<file path="config.mk">
export PLATFORM = sky130hd
export DESIGN_NAME = pipeline_stall_ctrl
export DESIGN_NICKNAME = d
export VERILOG_FILES = /design/src/rtl/pipeline_stall_ctrl_pkg.sv /design/src/rtl/pipeline_stall_ctrl_sat_counter.sv /design/src/rtl/pipeline_stall_ctrl.sv
export SDC_FILE = /design/constraint.sdc
export NUM_CORES = 1
export LEC_CHECK = 0
export BUFFER_PORTS_ARGS = -buffer_cell sky130_fd_sc_hd__buf_2
export CAP_MARGIN = 20
export CORE_MARGIN = 4
export CORE_UTILIZATION = 50
export DETAILED_ROUTE_END_ITERATION = 6
export GPL_ROUTABILITY_DRIVEN = 1
export PLACE_DENSITY = 0.74
export SLEW_MARGIN = 20
export SYNTH_ARGS = -nofsm -noshare
export SYNTH_HDL_FRONTEND = slang
export SYNTH_SLANG_ARGS = --single-unit
</file>
<file path="constraint.sdc">
create_clock -name clk -period 2.6 [get_ports clk]
set_input_delay 0.52 -clock clk [delete_from_list [all_inputs] [get_ports clk]]
set_output_delay 0.52 -clock clk [all_outputs]
set_load 0.05 [all_outputs]
</file>
<file path="src/rtl/pipeline_stall_ctrl_pkg.sv">
// Shared types and defaults for the pipeline stall/flush scheduler.
// No logic here; the state encoding is shared with the stage registers and debug views.
package pipe_ctrl_pkg;

  typedef enum logic [1:0] {
    RUN        = 2'd0,
    LU_BUBBLE  = 2'd1,
    MD_WAIT    = 2'd2,
    MEM_FREEZE = 2'd3
  } state_t;

  // Per-cycle control bundle, in the same order as the top-level outputs.
  typedef struct packed {
    logic pc_en;
    logic ifid_en;
    logic idex_en;
    logic exmem_en;
    logic memwb_en;
    logic ifid_flush;
    logic idex_flush;
    logic exmem_flush;
    logic md_start;
  } ctrl_t;

  localparam logic [31:0] NOP_INSTR      = 32'h0000_0000;
  localparam int          DEF_CNT_W      = 16;
  localparam int          DEF_MD_TIMEOUT = 64;

endpackage

</file>
<file path="src/rtl/pipeline_stall_ctrl_sat_counter.sv">
// Saturating event counter; increments one cycle after inc and sticks at all-ones.
// No backpressure; clear wins over inc.
module sat_counter #(
  parameter int WIDTH = 16
) (
  input  logic             clk,
  input  logic             clear,
  input  logic             inc,
  output logic [WIDTH-1:0] count
);

  localparam logic [WIDTH-1:0] ONE = WIDTH'(1);

  always_ff @(posedge clk) begin
    if (clear) begin
      count <= '0;
    end else if (inc && (count != '1)) begin
      count <= count + ONE;
    end
  end

endmodule

</file>
<file path="src/rtl/pipeline_stall_ctrl.sv">
// Fixed-priority stall/flush scheduler: stage enables and flushes are combinational from state and inputs.
// Priority is mem wait > mult/div > load-use > branch; the mult/div unit is held by a start/done handshake with timeout.
module pipeline_stall_ctrl
  import pipe_ctrl_pkg::*;
#(
  parameter int CNT_W      = DEF_CNT_W,
  parameter int MD_TIMEOUT = DEF_MD_TIMEOUT,
  parameter int TO_W       = 7
) (
  input  logic             clk,
  input  logic             rst_n,
  input  logic             load_use,
  input  logic             branch_taken,
  input  logic             md_req_ex,
  input  logic             md_done,
  input  logic             dmem_wait,
  output logic             pc_en,
  output logic             ifid_en,
  output logic             idex_en,
  output logic             exmem_en,
  output logic             memwb_en,
  output logic             ifid_flush,
  output logic             idex_flush,
  output logic             exmem_flush,
  output logic             md_start,
  output logic             md_error,
  output logic [CNT_W-1:0] stall_cnt,
  output logic [CNT_W-1:0] flush_cnt
);

  localparam ctrl_t C_IDLE   = 9'b11111_000_0;
  localparam ctrl_t C_FREEZE = 9'b00000_000_0;
  localparam ctrl_t C_MD_GO  = 9'b00011_001_1;
  localparam ctrl_t C_MD_RUN = 9'b00011_001_0;
  localparam ctrl_t C_LU     = 9'b00111_010_0;
  localparam ctrl_t C_BR     = 9'b11111_100_0;
  localparam ctrl_t C_RESET  = 9'b00000_111_0;

  localparam logic [TO_W-1:0] TO_MAX = TO_W'(MD_TIMEOUT);
  localparam logic [TO_W-1:0] TO_ONE = TO_W'(1);

  state_t          state, state_nxt;
  ctrl_t           ctrl;
  logic [TO_W-1:0] to_cnt;
  logic            md_done_pend;
  logic            to_clr, md_timeout, pend_set;

  always_comb begin
    ctrl       = C_IDLE;
    state_nxt  = state;
    to_clr     = 1'b0;
    md_timeout = 1'b0;
    pend_set   = 1'b0;
    unique case (state)
      RUN, LU_BUBBLE, MEM_FREEZE: begin
        // LU_BUBBLE already holds the one bubble, so a repeated load_use is ignored there.
        if (dmem_wait) begin
          ctrl      = C_FREEZE;
          state_nxt = MEM_FREEZE;
        end else if (md_req_ex && (state != LU_BUBBLE)) begin
          ctrl      = C_MD_GO;
          to_clr    = 1'b1;
          state_nxt = MD_WAIT;
        end else if (load_use && (state != LU_BUBBLE)) begin
          ctrl      = C_LU;
          state_nxt = LU_BUBBLE;
        end else if (branch_taken) begin
          ctrl      = C_BR;
          state_nxt = RUN;
        end else begin
          state_nxt = RUN;
        end
      end
      MD_WAIT: begin
        ctrl = C_MD_RUN;
        // A frozen memory stage also blocks release, so a done pulse here is parked in md_done_pend.
        if (dmem_wait) begin
          ctrl.exmem_en = 1'b0;
          ctrl.memwb_en = 1'b0;
          pend_set      = md_done;
        end else if (md_done || md_done_pend) begin
          ctrl      = C_IDLE;
          state_nxt = RUN;
        end else if (to_cnt == TO_MAX) begin
          ctrl       = C_IDLE;
          md_timeout = 1'b1;
          state_nxt  = RUN;
        end
      end
      default: state_nxt = RUN;
    endcase
    if (!rst_n) begin
      ctrl = C_RESET;
    end
  end

  always_ff @(posedge clk) begin
    if (!rst_n) begin
      state        <= RUN;
      to_cnt       <= '0;
      md_done_pend <= 1'b0;
      md_error     <= 1'b0;
    end else begin
      state <= state_nxt;
      if (to_clr) begin
        to_cnt <= '0;
      end else if ((state == MD_WAIT) && (to_cnt != TO_MAX)) begin
        to_cnt <= to_cnt + TO_ONE;
      end
      if (state_nxt != MD_WAIT) begin
        md_done_pend <= 1'b0;
      end else if (pend_set) begin
        md_done_pend <= 1'b1;
      end
      if (md_timeout) begin
        md_error <= 1'b1;
      end
    end
  end

  assign {pc_en, ifid_en, idex_en, exmem_en, memwb_en,
          ifid_flush, idex_flush, exmem_flush, md_start} = ctrl;

  sat_counter #(.WIDTH(CNT_W)) u_stall_cnt (
    .clk   (clk),
    .clear (!rst_n),
    .inc   (!ctrl.pc_en),
    .count (stall_cnt)
  );

  sat_counter #(.WIDTH(CNT_W)) u_flush_cnt (
    .clk   (clk),
    .clear (!rst_n),
    .inc   (ctrl.ifid_flush | ctrl.idex_flush | ctrl.exmem_flush),
    .count (flush_cnt)
  );

endmodule

</file>
* Word level (Yosys, flattened, before mapping) *
Index checks and enable logic that the tools add are counted.

cells by class
  $add $sub $neg = 3
  reduce and logical (&&, ||, !) cells = 11
  muxes and demuxes = 27
  equality and inequality tests = 9
  bitwise logic cells = 3

operators by type and width
  operator                                                         number
  9-bit two-way mux                                                6
  16-bit by 1-bit adder with 16-bit output, second input constant  2
  16-bit != test, second input constant                            2
  9-bit one-hot mux with 2 select lines                            1
  2-bit two-way mux                                                6
  1-bit two-way mux                                                10
  4-bit two-way mux                                                2
  7-bit by 1-bit adder with 7-bit output, second input constant    1
  7-bit == test, second input constant                             1
  7-bit != test, second input constant                             1
  1-bit logical AND                                                5
  2-bit == test, second input constant                             2
  2-bit one-hot mux with 2 select lines                            1
  2-bit OR reduction                                               2
  3-bit two-way mux                                                1
  3-bit OR reduction                                               1
  2-bit by 1-bit == test with 1-bit output, second input constant  1
  2-bit logical NOT                                                1
  2-bit by 1-bit != test with 1-bit output, second input constant  1
  2-bit != test, second input constant                             1
  1-bit bitwise OR                                                 2
  1-bit logical NOT                                                1
  1-bit logical OR                                                 1
  1-bit inverter                                                   1

word-level totals
  register bits after elaboration = 43
  output and inout bits = 42
  input bits = 7

* Longest topological paths before layout *
Gate-level depths: netlist of the first run.

  depth after elaboration = 10
  mapped depth = 8

* By module *
Synthesis of the first run repeated with hierarchy kept, for this count alone.

second synthesis, totals
  cells, all modules = 287
  area, all modules = 2393.5 um^2

by module, submodules not included
  module               instances  cells an instance  area each (um^2)
  sat_counter          2          99                 848.3
  pipeline_stall_ctrl  1          89                 696.9

* Worst setup path after synthesis of the first run *
No wires, ideal clock.

  path type = input port to output port
  start = in dmem_wait
  end = out pc_en
  stages = 6
  arrival = 2573 ps
  required time = 2080 ps
  slack = -493 ps
  cells stage by stage = buf_2 -> nor2b_1 -> o31ai_4 -> a21oi_2 -> buf_2 -> buf_4

between the ends
  word-level cells in the longest chain between the ends = 3
  elaborated cells on any way between the ends = 4

ends and longest elaborated chain
  what                                                    line                                                  RTL
  start: declaration                                      pipeline_stall_ctrl.sv:16                             input logic dmem_wait,
  3-bit two-way mux or 9-bit two-way mux (tied branches)  pipeline_stall_ctrl.sv:77, pipeline_stall_ctrl.sv:57
  9-bit one-hot mux with 2 select lines (*)               pipeline_stall_ctrl.sv:54                             unique case (state)
  9-bit two-way mux (*)                                   pipeline_stall_ctrl.sv:92                             if (!rst_n) begin
  end: declaration                                        pipeline_stall_ctrl.sv:17                             output logic pc_en,

Mark *: on every way between the ends. The rest lies on a longest branch, timed or not.

* Worst setup path after layout of the first run *
  start = reg to_cnt[2]
  end = out idex_en

between the ends
  word-level cells in the longest chain between the ends = 6

ends and longest elaborated chain
  what                                   line                        RTL
  start: declaration                     pipeline_stall_ctrl.sv:44   logic [TO_W-1:0] to_cnt;
  start signal: assignment               pipeline_stall_ctrl.sv:108  to_cnt <= to_cnt + TO_ONE;
  7-bit == test                          pipeline_stall_ctrl.sv:84   end else if (to_cnt == TO_MAX) begin
  9-bit two-way mux                      pipeline_stall_ctrl.sv:84
  9-bit two-way mux                      pipeline_stall_ctrl.sv:81   end else if (md_done || md_done_pend) begin
  3-bit two-way mux                      pipeline_stall_ctrl.sv:77   if (dmem_wait) begin
  9-bit one-hot mux with 2 select lines  pipeline_stall_ctrl.sv:54
  9-bit two-way mux                      pipeline_stall_ctrl.sv:92
  end: declaration                       pipeline_stall_ctrl.sv:19   output logic idex_en,

No other way between the ends.

==> results by group, run 1 <==
Worst setup path
  • Reg2Reg Launch Point: to_cnt[0]
  • WP data required: 2.08 ns
  • CP peak stage delay: 0.36 ns
  • Worst Path Max Fanout: 3
  • Crit Path Category: register to primary output
  • Setup crit end kind: primary output
  • Crit path from: to_cnt[2]
  • Crit-path leading delay family: simple AND/OR/NAND/NOR gates
  • Crit-path slowest cell: dfxtp_1
  • Critical Path AT: 1.92 ns
  • Ordered list of cells on the worst path: nor4_4 -> a311oi_2 -> mux2i_1 -> nor2_1 -> nor4_2 -> buf_4
  • WP buf/inv: 1
  • Startpoint Class: register

STA
  • Maximum clock frequency: 409 MHz
  • Final Cycle Share: 93.9%
  • Hold Vio Cnt, Final: 0
  • Slew @ Worst Pin: 0.491 ns
  • Setup_tns: 0 ns
  • Minimum clock period after layout: 2.44 ns
  • # setup viols final: 0
  • Slew margin rel.: 66.8%
  • Max Slew Vio Count: 0
  • RSZ-0062 raised after global routing: false
  • Clk_skew: 0.00562 ns
  • Hold Slack: 0.470 ns
  • Post-route worst setup slack: 0.157 ns

Synth
  • Largest family of logic cells by synthesized area: simple AND/OR/NAND/NOR gates
  • Synth Area in XOR/XNOR: 8.10%
  • Compound-gate portion of the synthesized area: 17.9%
  • Ys async rst share: 0%
  • Ys flop type: dfxtp_1
  • Sequential cell area fraction in the yosys report: 37.9%
  • Post-Synth Adder-Cell Area: 2.20%
  • Seq cells post-synth: 43
  • Synth Net Count: 274
  • Syn. warnings: 0
  • Synth Instances: 263
  • Mux share of post-synthesis cell area: 0.441%
  • Post-synth EDFFs: 0
  • Synth cell types: 54
  • Post-Synth Simple-Gate Area: 29.2%
  • Synthesized area per cell: 8.63 µm²
  • Cell area after synthesis: 2270 µm²

Power
  • P_leak: 1.03 nW
  • Max VDD drop: 0.321 mV
  • Final Power: 1.36 mW
  • Pwr per Cell Area: 514 nW/µm²

Clocking
  • Clock tree sinks: 43
  • # hold bufs at CTS: 0
  • CTS max path bufs: 2
  • Post-CTS resize count: 0
  • H-tree Lvls: 2
  • CTS clk-pin slew, worst paths: 0.08 ns
  • Clk Latency, worst-skew pair: 0.29 ns
  • CTS tree: built
  • Number of CTS-inserted buffers: 5
  • Post-CTS setup buffer count: 0
  • Root Driver: clkbuf_8

Placed design
  • PortBufs: 48
  • Routability cong.: 0.838
  • Pre-CTS worst setup slack: 0.357 ns
  • Detailed placement HPWL: 3.57 mm
  • Placed inst area: 2550 µm²

Layout
  • Area grow syn2layout: 16.6%
  • Commonest non-fill, non-tap cells in the layout: buf_2, dfxtp_1, nor2_1, nand2_1, nand3_1
  • Layout Nets: 322
  • Final Cell Area: 2650 µm²
  • Diode count: 0
  • Layout cells sized above 1: 24.0%
  • Commonest non-fill, non-tap cell in the layout: buf_2
  • FILL cells: 403

Global routing
  • Grt total ovfl: 0
  • Global-route wire length before repair: 8.31 mm
  • Largest net degree at the start of global routing: 26
  • Number of global-route vias before repair: 1862
  • All-Layer GR Usage: 18.5%
  • Initial antenna violation count: 0

Run
  • Number of max-cap violations: 0

Die
  • Die X: 75.4 µm
  • Initial Util: 51.8%
  • IO Count: 49
  • Core area: 4380 µm²
  • Die area: 5680 µm²
  • Die height: 75.4 µm
  • # rows: 24

Drt
  • 1st-iter DRT viols: 105
  • Antenna-violating nets left: 0
  • Drt drc: 0
  • Drt total wl: 5.05 mm
  • Vias after detailed routing: 2091
  • Routed WL per cell: 13.9 µm
  • Detailed Routing Iterations Pass 1: 4
  • Mean number of vias per cell: 5.74

Outcome
  • Status: complete, no violations

Min path
  • Worst hold path type: register to register
  • Hold_sp: md_error
==> power breakdown <==
| group | switching, mW | leakage, nW | internal (mW) |
|---|---|---|---|
| Sequential | 0.0241 | 0.348 | 0.676 |
| Clock | 0.235 | 0.0412 | 0.188 |
| Combinational | 0.170 | 0.641 | 0.0683 |
==> worst register-to-register path, cell delays in order (launching register included) <==
cell,delay (ns)
dfxtp_1,0.34
inv_1,0.08
ha_1,0.24
a311oi_2,0.35
a21oi_2,0.19
buf_4,0.21
nand2b_1,0.21
or3_1,0.39
a21oi_1,0.14
==> layout make-up <==
cell class	instances	area (µm²)	area share, %
clock buffers	6	72.6	2.74
clock inverters	2	12.5	0.472
inverters	9	33.8	1.28
multi-input cells	200	1330	50.3
flip-flops and latches	43	861	32.5
well taps	52	65.1	2.46
repair buffers	52	273	10.3
==> metal layers <==
metal	wire (µm)	vias up	GRT usage [%]
met4	60	0	5.44
met2	2440	40	30.2
met5	0	-	0
met1	2340	993	24.1
met3	207	8	4.49
li1	-	1050	-
==> worst paths after layout <==
path                            slack, ns                     to  cells past startpoint
worst max register to register       0.38  u_stall_cnt.count[15]                      8
worst max-delay path                 0.16                idex_en                      6
worst min-delay path                 0.47               md_error                      2
worst min register to register       0.47               md_error                      2
==> synthesized netlist by cell type, types with 6 or more instances <==
| master | number | area share [%] |
|---|---|---|
| a21oi_1 | 9 | 2.0 |
| nand4_1 | 6 | 1.7 |
| nand2_1 | 19 | 3.1 |
| xnor2_1 | 7 | 2.7 |
| inv_1 | 8 | 1.3 |
| dfxtp_1 | 43 | 38 |
| o21ai_0 | 6 | 1.3 |
| xor2_1 | 14 | 5.4 |
| nor4_1 | 6 | 1.7 |
| nor2_1 | 35 | 5.8 |
| nand3_1 | 17 | 3.7 |
==> through the flow <==
stage               utilization [%]  instances
CTS                            60.2        364
global route                   60.4        364
floorplan                         -        263
detailed placement             58.2        356
global placement               58.2        356
finish                         60.4        364
==> logic make-up (layout without fill, tap and decap cells) <==
group           count (synthesis)  after routing
compound gates                 50             50
fa+ha+maj                       4              4
buf+inv                        20             69
flops                          43             43
xor+xnor                       21             21
mux                             1              1
simple gates                  124            124
==> sequential cells by signal, indices dropped and copies added, names as in the netlist <==
register	cells
state	2
md_error	1
to_cnt	7
u_stall_cnt.count	16
u_flush_cnt.count	16
md_done_pend	1
Power figures use the tool's default switching activity.
==> run 2, diff against run 1 <==
--- a/config.mk
+++ b/config.mk
@@ -11,7 +11,7 @@
 export CORE_UTILIZATION = 50
 export DETAILED_ROUTE_END_ITERATION = 6
 export GPL_ROUTABILITY_DRIVEN = 1
-export PLACE_DENSITY = 0.74
+export PLACE_DENSITY = 0.75
 export SLEW_MARGIN = 20
 export SYNTH_ARGS = -nofsm -noshare
 export SYNTH_HDL_FRONTEND = slang
==> run 2 against run 1 <==
Critical path depth is the same; first-iteration DRC count shrank 2.9%; count of clock-buffer cells in the layout down 1; hold slack improved by 0.013 ns; power up 1.1%; register-to-register slack improved by 0.03 ns; setup slack improved by 0.011 ns; routed wire length decreased by 0.97%; non-clock buffer count stayed put; clock skew increased by 0.0059 ns; global-route usage up 0.32 points; sequential share of layout area decreased by 0.077 points.
==> results by group, run 2 (same netlist as run 1, synthesis figures left out) <==
Outcome
  • Status: complete, no violations

Global routing
  • Global-route wire length before repair: 8.23 mm
  • Number of global-route vias before repair: 1845
  • Grt total ovfl: 0
  • Initial antenna violation count: 0
  • Largest net degree at the start of global routing: 26
  • All-Layer GR Usage: 18.8%

STA
  • # setup viols final: 0
  • Hold Vio Cnt, Final: 0
  • Post-route worst setup slack: 0.169 ns
  • Setup_tns: 0 ns
  • RSZ-0062 raised after global routing: false
  • Final Cycle Share: 93.5%
  • Max Slew Vio Count: 0
  • Maximum clock frequency: 411 MHz
  • Clk_skew: 0.0115 ns
  • Minimum clock period after layout: 2.43 ns
  • Slew @ Worst Pin: 0.531 ns
  • Slew margin rel.: 64.1%

Drt
  • Routed WL per cell: 13.7 µm
  • Mean number of vias per cell: 5.73
  • Vias after detailed routing: 2085
  • Antenna-violating nets left: 0
  • Detailed Routing Iterations Pass 1: 4
  • 1st-iter DRT viols: 102
  • Drt drc: 0
  • Drt total wl: 5.00 mm

Clocking
  • Number of CTS-inserted buffers: 5
  • Root Driver: clkbuf_8
  • CTS clk-pin slew, worst paths: 0.09 ns
  • Post-CTS resize count: 0
  • Post-CTS setup buffer count: 0
  • # hold bufs at CTS: 0
  • CTS tree: built
  • CTS max path bufs: 2
  • Clk Latency, worst-skew pair: 0.30 ns
  • Clock tree sinks: 43
  • H-tree Lvls: 2

Worst setup path
  • Crit path from: to_cnt[2]
  • Worst Path Max Fanout: 3
  • Startpoint Class: register
  • Reg2Reg Launch Point: to_cnt[0]
  • Reg2Reg Depth: 8
  • Setup crit end kind: primary output
  • CP peak stage delay: 0.36 ns
  • Ordered list of cells on the worst path: nor4_4 -> a311oi_2 -> mux2i_1 -> nor2_1 -> nor4_2 -> buf_2
  • Critical Path AT: 1.91 ns
  • Crit-path slowest cell: dfxtp_1
  • WP data required: 2.08 ns
  • Crit Path Category: register to primary output

Run
  • Number of max-cap violations: 0

Layout
  • Diode count: 0
  • Final core occ: 60.6%
  • Commonest non-fill, non-tap cells in the layout: buf_2, dfxtp_1, nor2_1, nand2_1, nand3_1
  • Layout cells sized above 1: 24.4%
  • Commonest non-fill, non-tap cell in the layout: buf_2
  • Area grow syn2layout: 16.9%
  • Non-Filler Instances: 364
  • Top Registers: u_flush_cnt.count x16, u_stall_cnt.count x16, to_cnt x7
  • FILL cells: 406
  • Layout Nets: 322

Power
  • Final Power: 1.38 mW
  • Pwr per Cell Area: 519 nW/µm²
  • Max VDD drop: 0.262 mV
  • P_leak: 1.03 nW

Die
  • Die X: 75.4 µm
  • Core area: 4380 µm²
  • Die height: 75.4 µm
  • # rows: 24
  • Initial Util: 51.8%
  • Die area: 5680 µm²
  • IO Count: 49

Min path
  • Worst hold path type: register to register
  • Worst hold stages: 2
  • Hold_sp: to_cnt[1]

Placed design
  • PortBufs: 48
  • Pre-CTS worst setup slack: 0.388 ns
  • Inst Count DP: 356
  • Detailed placement HPWL: 3.65 mm
  • Routability cong.: 0.791
-- run 2: changes by cell type in the layout (fill, tap and decap cells not counted) --
| cell | before | now |
|---|---|---|
| buf_2 | 47 | 48 |
| clkinv_4 | 0 | 2 |
| clkinv_2 | 1 | 0 |
| clkbuf_1 | 1 | 0 |
| buf_4 | 5 | 4 |
-- run 2: worst max-delay path: cells and delay by family, from the launching register on --
kind | cells | cell delay, ns
simple gates | 3 | 0.63
flops | 1 | 0.36
buf+inv | 1 | 0.30
compound gates | 1 | 0.17
mux | 1 | 0.16
-- run 2: report_power, final --
part | internal (mW) | total [mW] | switching [mW]
clock | 0.192 | 0.442 | 0.250
combinational | 0.0676 | 0.235 | 0.168
sequential | 0.676 | 0.700 | 0.0234
-- run 2: layout make-up --
type | instances | area [µm²] | share of cell area [%]
repair buffers | 52 | 270 | 10.2
inverters | 9 | 33.8 | 1.27
clock buffers | 5 | 68.8 | 2.59
multi-input cells | 200 | 1330 | 50.1
flip-flops and latches | 43 | 861 | 32.4
clock inverters | 3 | 25.0 | 0.943
well taps | 52 | 65.1 | 2.45
-- run 2: path summary, 6_finish.rpt --
kind / slack, ns / endpoint
hold / removal: 0.48 / to_cnt[1]
setup reg to reg: 0.41 / u_stall_cnt.count[12]
hold reg to reg: 0.48 / to_cnt[1]
setup / recovery: 0.17 / idex_en
-- run 2: per-layer routing --
layer  up-vias  part of all wire [%]  GRT usage, %
li1       1052                     -             -
met3         5                   4.7          4.75
met2        46                    47          29.8
met5         -                     0             0
met4         0                   1.3          6.99
met1       982                    47          24.6
-- run 2: metrics by stage --
| step | area, µm² | hold WS [ns] |
|---|---|---|
| 6_report | 2660 | 0.483 |
| 5_1_grt | 2660 | 0.509 |
| 4_1_cts | 2650 | 0.485 |
| 3_5_place_dp | 2550 | 0.468 |
| 3_3_place_gp | 2550 | 0.461 |
| 2_1_floorplan | 2280 | 0.453 |
